`config.mk`:
```
export PLATFORM = sky130hd
export DESIGN_NAME = tempsens_conv_ctrl
export DESIGN_NICKNAME = d
export VERILOG_FILES = /design/src/rtl/tempsens_pkg.sv /design/src/rtl/tempsens_cal_if.sv /design/src/rtl/tempsens_conv_ctrl.sv
export SDC_FILE = /design/constraint.sdc
export NUM_CORES = 1
export LEC_CHECK = 0
export ABC_CLOCK_PERIOD_IN_PS = 5200
export CAP_MARGIN = 5
export CORE_ASPECT_RATIO = 0.6
export CORE_UTILIZATION = 39
export CTS_CLUSTER_DIAMETER = 80
export DETAILED_ROUTE_END_ITERATION = 8
export SETUP_SLACK_MARGIN = 0.3
export SLEW_MARGIN = 10
export SYNTH_ARGS = -nofsm -noshare
export SYNTH_HDL_FRONTEND = slang
export SYNTH_SLANG_ARGS = --single-unit
```
`constraint.sdc`:
```
create_clock -name CLK -period 5.2 [get_ports CLK]
set_clock_uncertainty 0.05 [all_clocks]
set_input_delay 1.04 -clock CLK [delete_from_list [all_inputs] [get_ports CLK]]
set_output_delay 1.04 -clock CLK [all_outputs]
set_load 0.05 [all_outputs]
```
`src/rtl/tempsens_pkg.sv`:
```
// Shared types, constants and helpers for the tt03 temperature-sensor conversion sequencer.
package tempsens_pkg;

    typedef enum logic [2:0] {
        ST_IDLE   = 3'd0,
        ST_SETTLE = 3'd1,
        ST_GATE   = 3'd2,
        ST_CALC   = 3'd3,
        ST_HOLD   = 3'd4,
        ST_CAL    = 3'd5
    } state_t;

    localparam int unsigned TEMP_MAX   = 99;
    localparam int unsigned TEMP_W     = 7;
    localparam int unsigned CAL_W      = 16;

    // Calibration word layout: {offset[11:0], shift[3:0]}
    localparam int unsigned SHIFT_W    = 4;
    localparam int unsigned OFFSET_W   = 12;
    localparam int unsigned SHIFT_LSB  = 0;
    localparam int unsigned OFFSET_LSB = SHIFT_LSB + SHIFT_W;

    // Shift amounts at or above this force the scaled result to zero
    localparam int unsigned SHIFT_ZERO = 12;

    function automatic logic [TEMP_W-1:0] sat_temp(input logic [31:0] r);
        return (r > 32'(TEMP_MAX)) ? TEMP_W'(TEMP_MAX) : TEMP_W'(r);
    endfunction

endpackage

```
`src/rtl/tempsens_cal_if.sv`:
```
// Serial calibration port: pad synchronizers, cal_clk edge detect, 16-bit shift
// register and the shadow register that holds the active offset/shift.
module tempsens_cal_if
    import tempsens_pkg::*;
(
    input  logic                clk,
    input  logic                reset,
    input  logic                cal_clk,
    input  logic                cal_dat,
    input  logic                cal_ena,
    output logic                cal_active,
    output logic [OFFSET_W-1:0] offset,
    output logic [SHIFT_W-1:0]  shift
);

    logic [1:0]       clk_sync;
    logic [1:0]       dat_sync;
    logic [1:0]       ena_sync;
    logic             clk_dly;
    logic             ena_dly;
    logic [CAL_W-1:0] shreg;
    logic [CAL_W-1:0] shadow;
    logic             clk_rise;
    logic             ena_fall;

    assign clk_rise = clk_sync[1] & ~clk_dly;
    assign ena_fall = ena_dly & ~ena_sync[1];

    always_ff @(posedge clk) begin
        if (reset) begin
            clk_sync <= '0;
            dat_sync <= '0;
            ena_sync <= '0;
            clk_dly  <= 1'b0;
            ena_dly  <= 1'b0;
            shreg    <= '0;
            shadow   <= '0;
        end else begin
            clk_sync <= {clk_sync[0], cal_clk};
            dat_sync <= {dat_sync[0], cal_dat};
            ena_sync <= {ena_sync[0], cal_ena};
            clk_dly  <= clk_sync[1];
            ena_dly  <= ena_sync[1];
            // Data shares the clock's synchronizer depth, so it stays aligned with the edge
            if (clk_rise && ena_sync[1]) begin
                shreg <= {shreg[CAL_W-2:0], dat_sync[1]};
            end
            if (ena_fall) begin
                shadow <= shreg;
            end
        end
    end

    assign cal_active = ena_sync[1];
    assign offset     = shadow[OFFSET_LSB +: OFFSET_W];
    assign shift      = shadow[SHIFT_LSB +: SHIFT_W];

endmodule

```
`src/rtl/tempsens_conv_ctrl.sv`:
```
// Conversion sequencer: gates the oscillator, counts ticks, applies calibration.
// Optional debug byte mux enabled by defining TEMPSENS_CONV_DBG_EN.
module tempsens_conv_ctrl
    import tempsens_pkg::*;
#(
    parameter int unsigned GATE_CYCLES   = 1024,
    parameter int unsigned SETTLE_CYCLES = 16,
    parameter int unsigned HOLD_CYCLES   = 256,
    parameter int unsigned CNT_W         = 12
) (
    input  logic              CLK,
    input  logic              RESET,
    input  logic              cal_clk,
    input  logic              cal_dat,
    input  logic              cal_ena,
    input  logic              osc_tick,
    output logic              osc_en,
    output logic [TEMP_W-1:0] temp,
    output logic              temp_valid,
    output logic              ovf,
    input  logic [2:0]        dbg_sel,
    output logic [7:0]        dbg_out
);

    localparam int unsigned T_MAX0 = (GATE_CYCLES > SETTLE_CYCLES) ? GATE_CYCLES : SETTLE_CYCLES;
    localparam int unsigned T_MAX  = (T_MAX0 > HOLD_CYCLES) ? T_MAX0 : HOLD_CYCLES;
    localparam int unsigned TMR_W  = (T_MAX > 2) ? $clog2(T_MAX) : 1;
    localparam int unsigned DW     = (CNT_W > OFFSET_W) ? CNT_W : OFFSET_W;

    state_t               state_q, state_d;
    logic [TMR_W-1:0]     tmr_q, tmr_d;
    logic [CNT_W-1:0]     cnt_q, cnt_d;
    logic                 ovf_pend_q, ovf_pend_d;
    logic [TEMP_W-1:0]    res_q, res_d;
    logic                 res_ovf_q, res_ovf_d;
    logic                 upd_q, upd_d;
    logic                 osc_en_d;

    logic                 cal_active;
    logic [OFFSET_W-1:0]  offset;
    logic [SHIFT_W-1:0]   shift;

    logic [DW-1:0]        cnt_ext;
    logic [DW-1:0]        off_ext;
    logic [DW-1:0]        diff;
    logic [DW-1:0]        quo;
    logic [TEMP_W-1:0]    temp_calc;

    tempsens_cal_if u_cal_if (
        .clk        (CLK),
        .reset      (RESET),
        .cal_clk    (cal_clk),
        .cal_dat    (cal_dat),
        .cal_ena    (cal_ena),
        .cal_active (cal_active),
        .offset     (offset),
        .shift      (shift)
    );

    // Calibrated result: floor at zero, right-shift, clamp to display range
    always_comb begin
        cnt_ext   = DW'(cnt_q);
        off_ext   = DW'(offset);
        diff      = (cnt_ext > off_ext) ? (cnt_ext - off_ext) : '0;
        quo       = (shift >= SHIFT_W'(SHIFT_ZERO)) ? '0 : (diff >> shift);
        temp_calc = sat_temp(32'(quo));
    end

    always_comb begin
        state_d    = state_q;
        tmr_d      = tmr_q;
        cnt_d      = cnt_q;
        ovf_pend_d = ovf_pend_q;
        res_d      = res_q;
        res_ovf_d  = res_ovf_q;
        upd_d      = 1'b0;
        osc_en_d   = 1'b0;

        case (state_q)
            ST_IDLE: state_d = ST_SETTLE;
            ST_SETTLE: begin
                osc_en_d   = 1'b1;
                cnt_d      = '0;
                ovf_pend_d = 1'b0;
                if (tmr_q == TMR_W'(SETTLE_CYCLES - 1)) state_d = ST_GATE;
            end
            ST_GATE: begin
                osc_en_d = 1'b1;
                if (osc_tick) begin
                    if (cnt_q == '1) ovf_pend_d = 1'b1;
                    else             cnt_d      = cnt_q + CNT_W'(1);
                end
                if (tmr_q == TMR_W'(GATE_CYCLES - 1)) state_d = ST_CALC;
            end
            ST_CALC: begin
                res_d     = temp_calc;
                res_ovf_d = ovf_pend_q;
                upd_d     = 1'b1;
                state_d   = ST_HOLD;
            end
            ST_HOLD: begin
                if (tmr_q == TMR_W'(HOLD_CYCLES - 1)) state_d = ST_SETTLE;
            end
            ST_CAL:  state_d = ST_IDLE;
            default: state_d = ST_IDLE;
        endcase

        // Calibration pre-empts everything and kills any conversion in flight
        if (cal_active) begin
            state_d  = ST_CAL;
            osc_en_d = 1'b0;
            upd_d    = 1'b0;
        end

        if (state_d != state_q) begin
            tmr_d = '0;
        end else if (state_q == ST_SETTLE || state_q == ST_GATE || state_q == ST_HOLD) begin
            tmr_d = tmr_q + TMR_W'(1);
        end
    end

    always_ff @(posedge CLK) begin
        if (RESET) begin
            state_q    <= ST_IDLE;
            tmr_q      <= '0;
            cnt_q      <= '0;
            ovf_pend_q <= 1'b0;
            res_q      <= '0;
            res_ovf_q  <= 1'b0;
            upd_q      <= 1'b0;
            osc_en     <= 1'b0;
            temp       <= '0;
            temp_valid <= 1'b0;
            ovf        <= 1'b0;
        end else begin
            state_q    <= state_d;
            tmr_q      <= tmr_d;
            cnt_q      <= cnt_d;
            ovf_pend_q <= ovf_pend_d;
            res_q      <= res_d;
            res_ovf_q  <= res_ovf_d;
            upd_q      <= upd_d;
            osc_en     <= osc_en_d;
            temp_valid <= upd_q;
            if (upd_q) begin
                temp <= res_q;
                ovf  <= res_ovf_q;
            end
        end
    end

`ifdef TEMPSENS_CONV_DBG_EN
    logic [7:0]  dbg_d;
    logic [11:0] cnt12;

    assign cnt12 = 12'(cnt_q);

    always_comb begin
        dbg_d = '0;
        case (dbg_sel)
            3'd0:    dbg_d = cnt12[7:0];
            3'd1:    dbg_d = {4'b0, cnt12[11:8]};
            3'd2:    dbg_d = 8'(state_q);
            3'd3:    dbg_d = offset[7:0];
            3'd4:    dbg_d = {offset[11:8], shift};
            3'd5:    dbg_d = {ovf, temp};
            default: dbg_d = '0;
        endcase
    end

    always_ff @(posedge CLK) begin
        if (RESET) dbg_out <= '0;
        else       dbg_out <= dbg_d;
    end
`else
    logic dbg_sel_unused;
    assign dbg_sel_unused = ^dbg_sel;
    assign dbg_out        = '0;
`endif

endmodule

```
==> metrics <==
status=finished clean; min-delay worst type=reg2reg; cells after synthesis=between 500 and 600; Clk pin slew, worst setup/hold paths=about 0.07 ns; CTS sink cnt=85; DRT iter0 DRCs=292; Internal=1.02 mW; Layout area overhead=10.1%; vias=about 4,000; Data required, critical path=5.40 ns; cell-by-cell trace of the critical path=inv_1 > ha_1 > fa_1 > nand2b_2 > a211oi_4 > nor4_1 > or3_1 > mux4_2 > nand2b_1 > a31oi_1 > o31ai_2 > a311oi_1; Clk Tree Root Cell=clkbuf_16; layout cell share with drive strength beyond 1=around 6%; Gate power share=roughly 4.1%; Final nets=607; Core ar.=~11,000 um2; post_cts resized=0; Post-synth EDFFs=0; synthesized area=4670 um2; FP Rows=30; GRT Overall Usage=about 20%; Final TNS setup=0 ns; Max VDD drop=between 0.1 and 0.15 mV; DR WL/cell=15.2 um; Final Hold Fails=0; Power Density=~260 nW/um2; CP max stage delay=about 0.56 ns; Setup crit end kind=flip-flop; IO buf count=15; WHS=a little under 0.4 ns; CP bufs+invs=1; Post-route DRC=0; Unique masters post-synth=approximately 70; total CTS buffers=9; largest family of logic cells by synthesized area=simple AND/OR/NAND/NOR gates; xor and xnor area share after synthesis=under 10%; Via density=5.33; post-synthesis register bit count=85; yosys warns=0; Post-DRT Antenna Nets=0; mux contribution to synthesized area=around 3.8%; Seq pwr share=between 40% and 50%; Fmax achieved=between 200 and 300 MHz; clock share of power=46.6%; Final min period=a little under 4 ns; routed length on met1=6.40 mm; Setup CP Type=reg2reg; Startpoint Class=flip-flop; Slowest cell on crit path=mux4_2; Skew-Pair Late Insertion Delay=about 0.34 ns; gpl congestion=0.841; largest net degree at the start of global routing=slightly below 60; Post-Synth Adder-Cell Area=~4.2%; die span in x=between 100 and 150 um; top layer reached by signal wires=met4; Worst EP arrival=~4 ns; Pre-antenna DRT Iters=5; DPL Wire Length=roughly 8.5 mm; Async SR Flop Fraction=0%; first-pass GRT wire length=18.8 mm; H-tree depth=3; crit share post-route=73.9%; Die Y-Extent=approximately 87 um; TritonCTS clock tree=built; RSZ-0062 raised after global routing=no; DIE AREA=between 10,000 and 15,000 um2; initial antenna violation count=0; Seq/Total Area, Yosys=between 30 and 40%; worst reg2reg setup slack=roughly 1.4 ns; io pins=27; Max-Cap Viols=0; GR Overflow Total=0; switching part of the total power=24.4%; Least-Margin Pin Slew=0.997 ns; simple-gate portion of the synthesized area=between 20% and 30%; peak fanout along the critical path=5; vias in the first global route=between 3,000 and 4,000; Compound-Gate Fraction of Synth Area=between 20% and 30%; Static Leakage=roughly 1.8 nW; drt total wl=roughly 11 mm; top_reg_cell synth=dfxtp_1; Switch Pwr=between 0.3 and 0.4 mW; cts hold-fix bufs=0; met2 WL=about 4.2 mm; Top delay family on crit path=compound AO/OA/AOI/OAI gates; clk buf depth=2; Post CTS Setup Buffer Count=0; setup violators final=0; Slew HR=about a third; metal3 WL=707 um; Initial Util=approximately two fifths; Antenna Cells=0; syn_area_per_cell=7.92 um2; max-slew violation count=0
-- power groups by stage --
stage | combinational, mW | sequential (mW) | clock [mW]
floorplan | 0.0496 | 0.675 | 0
global placement | 0.0537 | 0.677 | 0
detailed placement | 0.0546 | 0.677 | 0
CTS | 0.0548 | 0.662 | 0.639
global route | 0.0599 | 0.663 | 0.671
finish | 0.0547 | 0.662 | 0.625
-- cells in the mapped netlist (8+ instances only) --
| library cell | count | area (um2) |
|---|---|---|
| buf_4 | 9 | 67.6 |
| xnor2_1 | 10 | 87.6 |
| o21ai_0 | 14 | 70.1 |
| ha_1 | 14 | 175 |
| nor2b_1 | 15 | 93.8 |
| nand4_1 | 8 | 50.1 |
| clkbuf_1 | 26 | 97.6 |
| xor2_1 | 18 | 158 |
| dfxtp_1 | 85 | 1700 |
| inv_1 | 22 | 82.6 |
| mux2i_1 | 12 | 120 |
| a21oi_1 | 54 | 270 |
| nand2_1 | 100 | 375 |
| nor2_1 | 68 | 255 |
| nor3_1 | 12 | 60.1 |
-- flip-flops by register name, indices dropped and copies added (netlist names) --
name,count
cnt_ext,12
osc_en,1
ovf,1
ovf_pend_q,1
res_ovf_q,1
res_q,7
state_q,3
temp,7
temp_valid,1
tmr_q,10
u_cal_if.clk_dly,1
u_cal_if.clk_sync,2
u_cal_if.dat_sync,2
u_cal_if.ena_dly,1
u_cal_if.ena_sync,2
u_cal_if.shadow,16
u_cal_if.shreg,16
upd_q,1
-- worst reg2reg max path: cells and delay by family (launching register included) --
family,cells,cell delay [ns]
compound gates,4,1.06
fa+ha+maj,2,0.66
mux,1,0.56
simple gates,4,0.98
flops,1,0.37
buf+inv,1,0.08
-- placed cells by master, fill, tap and decap left out, drive strengths merged, types with 14 or more instances in the layout --
| master | synthesis | routed |
|---|---|---|
| nor2b | 15 | 15 |
| inv | 22 | 26 |
| xor2 | 18 | 18 |
| clkdlybuf4s50 | 0 | 14 |
| nor2 | 68 | 68 |
| nand2 | 100 | 100 |
| dfxtp | 85 | 85 |
| a21oi | 55 | 55 |
| o21ai | 16 | 16 |
| ha | 14 | 14 |
-- layer usage --
metal / up-vias / global-route usage [%]
met3: 7 / 5.75
met5: - / 0
met2: 95 / 26.4
met1: 1869 / 30.2
li1: 2018 / -
met4: 0 / 3.38
-- through the flow --
step | power (mW) | setup WS (ns) | utilization, % | instance area, um2 | std cells
2_1_floorplan | 0.724 | 1.81 | - | 4700 | 597
3_3_place_gp | 0.730 | 1.49 | 42.2 | 4850 | 732
3_5_place_dp | 0.732 | 1.39 | 42.2 | 4850 | 732
4_1_cts | 1.36 | 1.40 | 44.8 | 5140 | 748
5_1_grt | 1.39 | 1.23 | 44.8 | 5140 | 748
6_report | 1.34 | 1.36 | 44.8 | 5140 | 748
-- final cells by class --
| class | instances | area (um2) |
|---|---|---|
| Tap cell | 160 | 200 |
| Timing Repair Buffer | 16 | 153 |
| Sequential cell | 85 | 1700 |
| Multi-Input combinational cell | 448 | 2710 |
| Inverter | 23 | 86.3 |
| Fill cell | 1144 | 6340 |
| Clock inverter | 6 | 52.6 |
| Clock buffer | 10 | 239 |
-- logic make-up after synthesis --
group	Yosys count
buffers and inverters	64
other	1
AND/OR/NAND/NOR	245
multiplexers	16
XOR/XNOR	28
flip-flops	85
AO/OA/AOI/OAI	136
adder cells (fa/ha/maj)	15
-- final timing paths --
path / cells after the start / start / to
setup / recovery: 12 / cnt_ext[0] / res_q[0]
hold / removal: 2 / u_cal_if.dat_sync[1] / u_cal_if.shreg[0]
setup reg to reg: 12 / cnt_ext[0] / res_q[0]
hold reg to reg: 2 / u_cal_if.dat_sync[1] / u_cal_if.shreg[0]
Power figures use the tool's default switching activity.
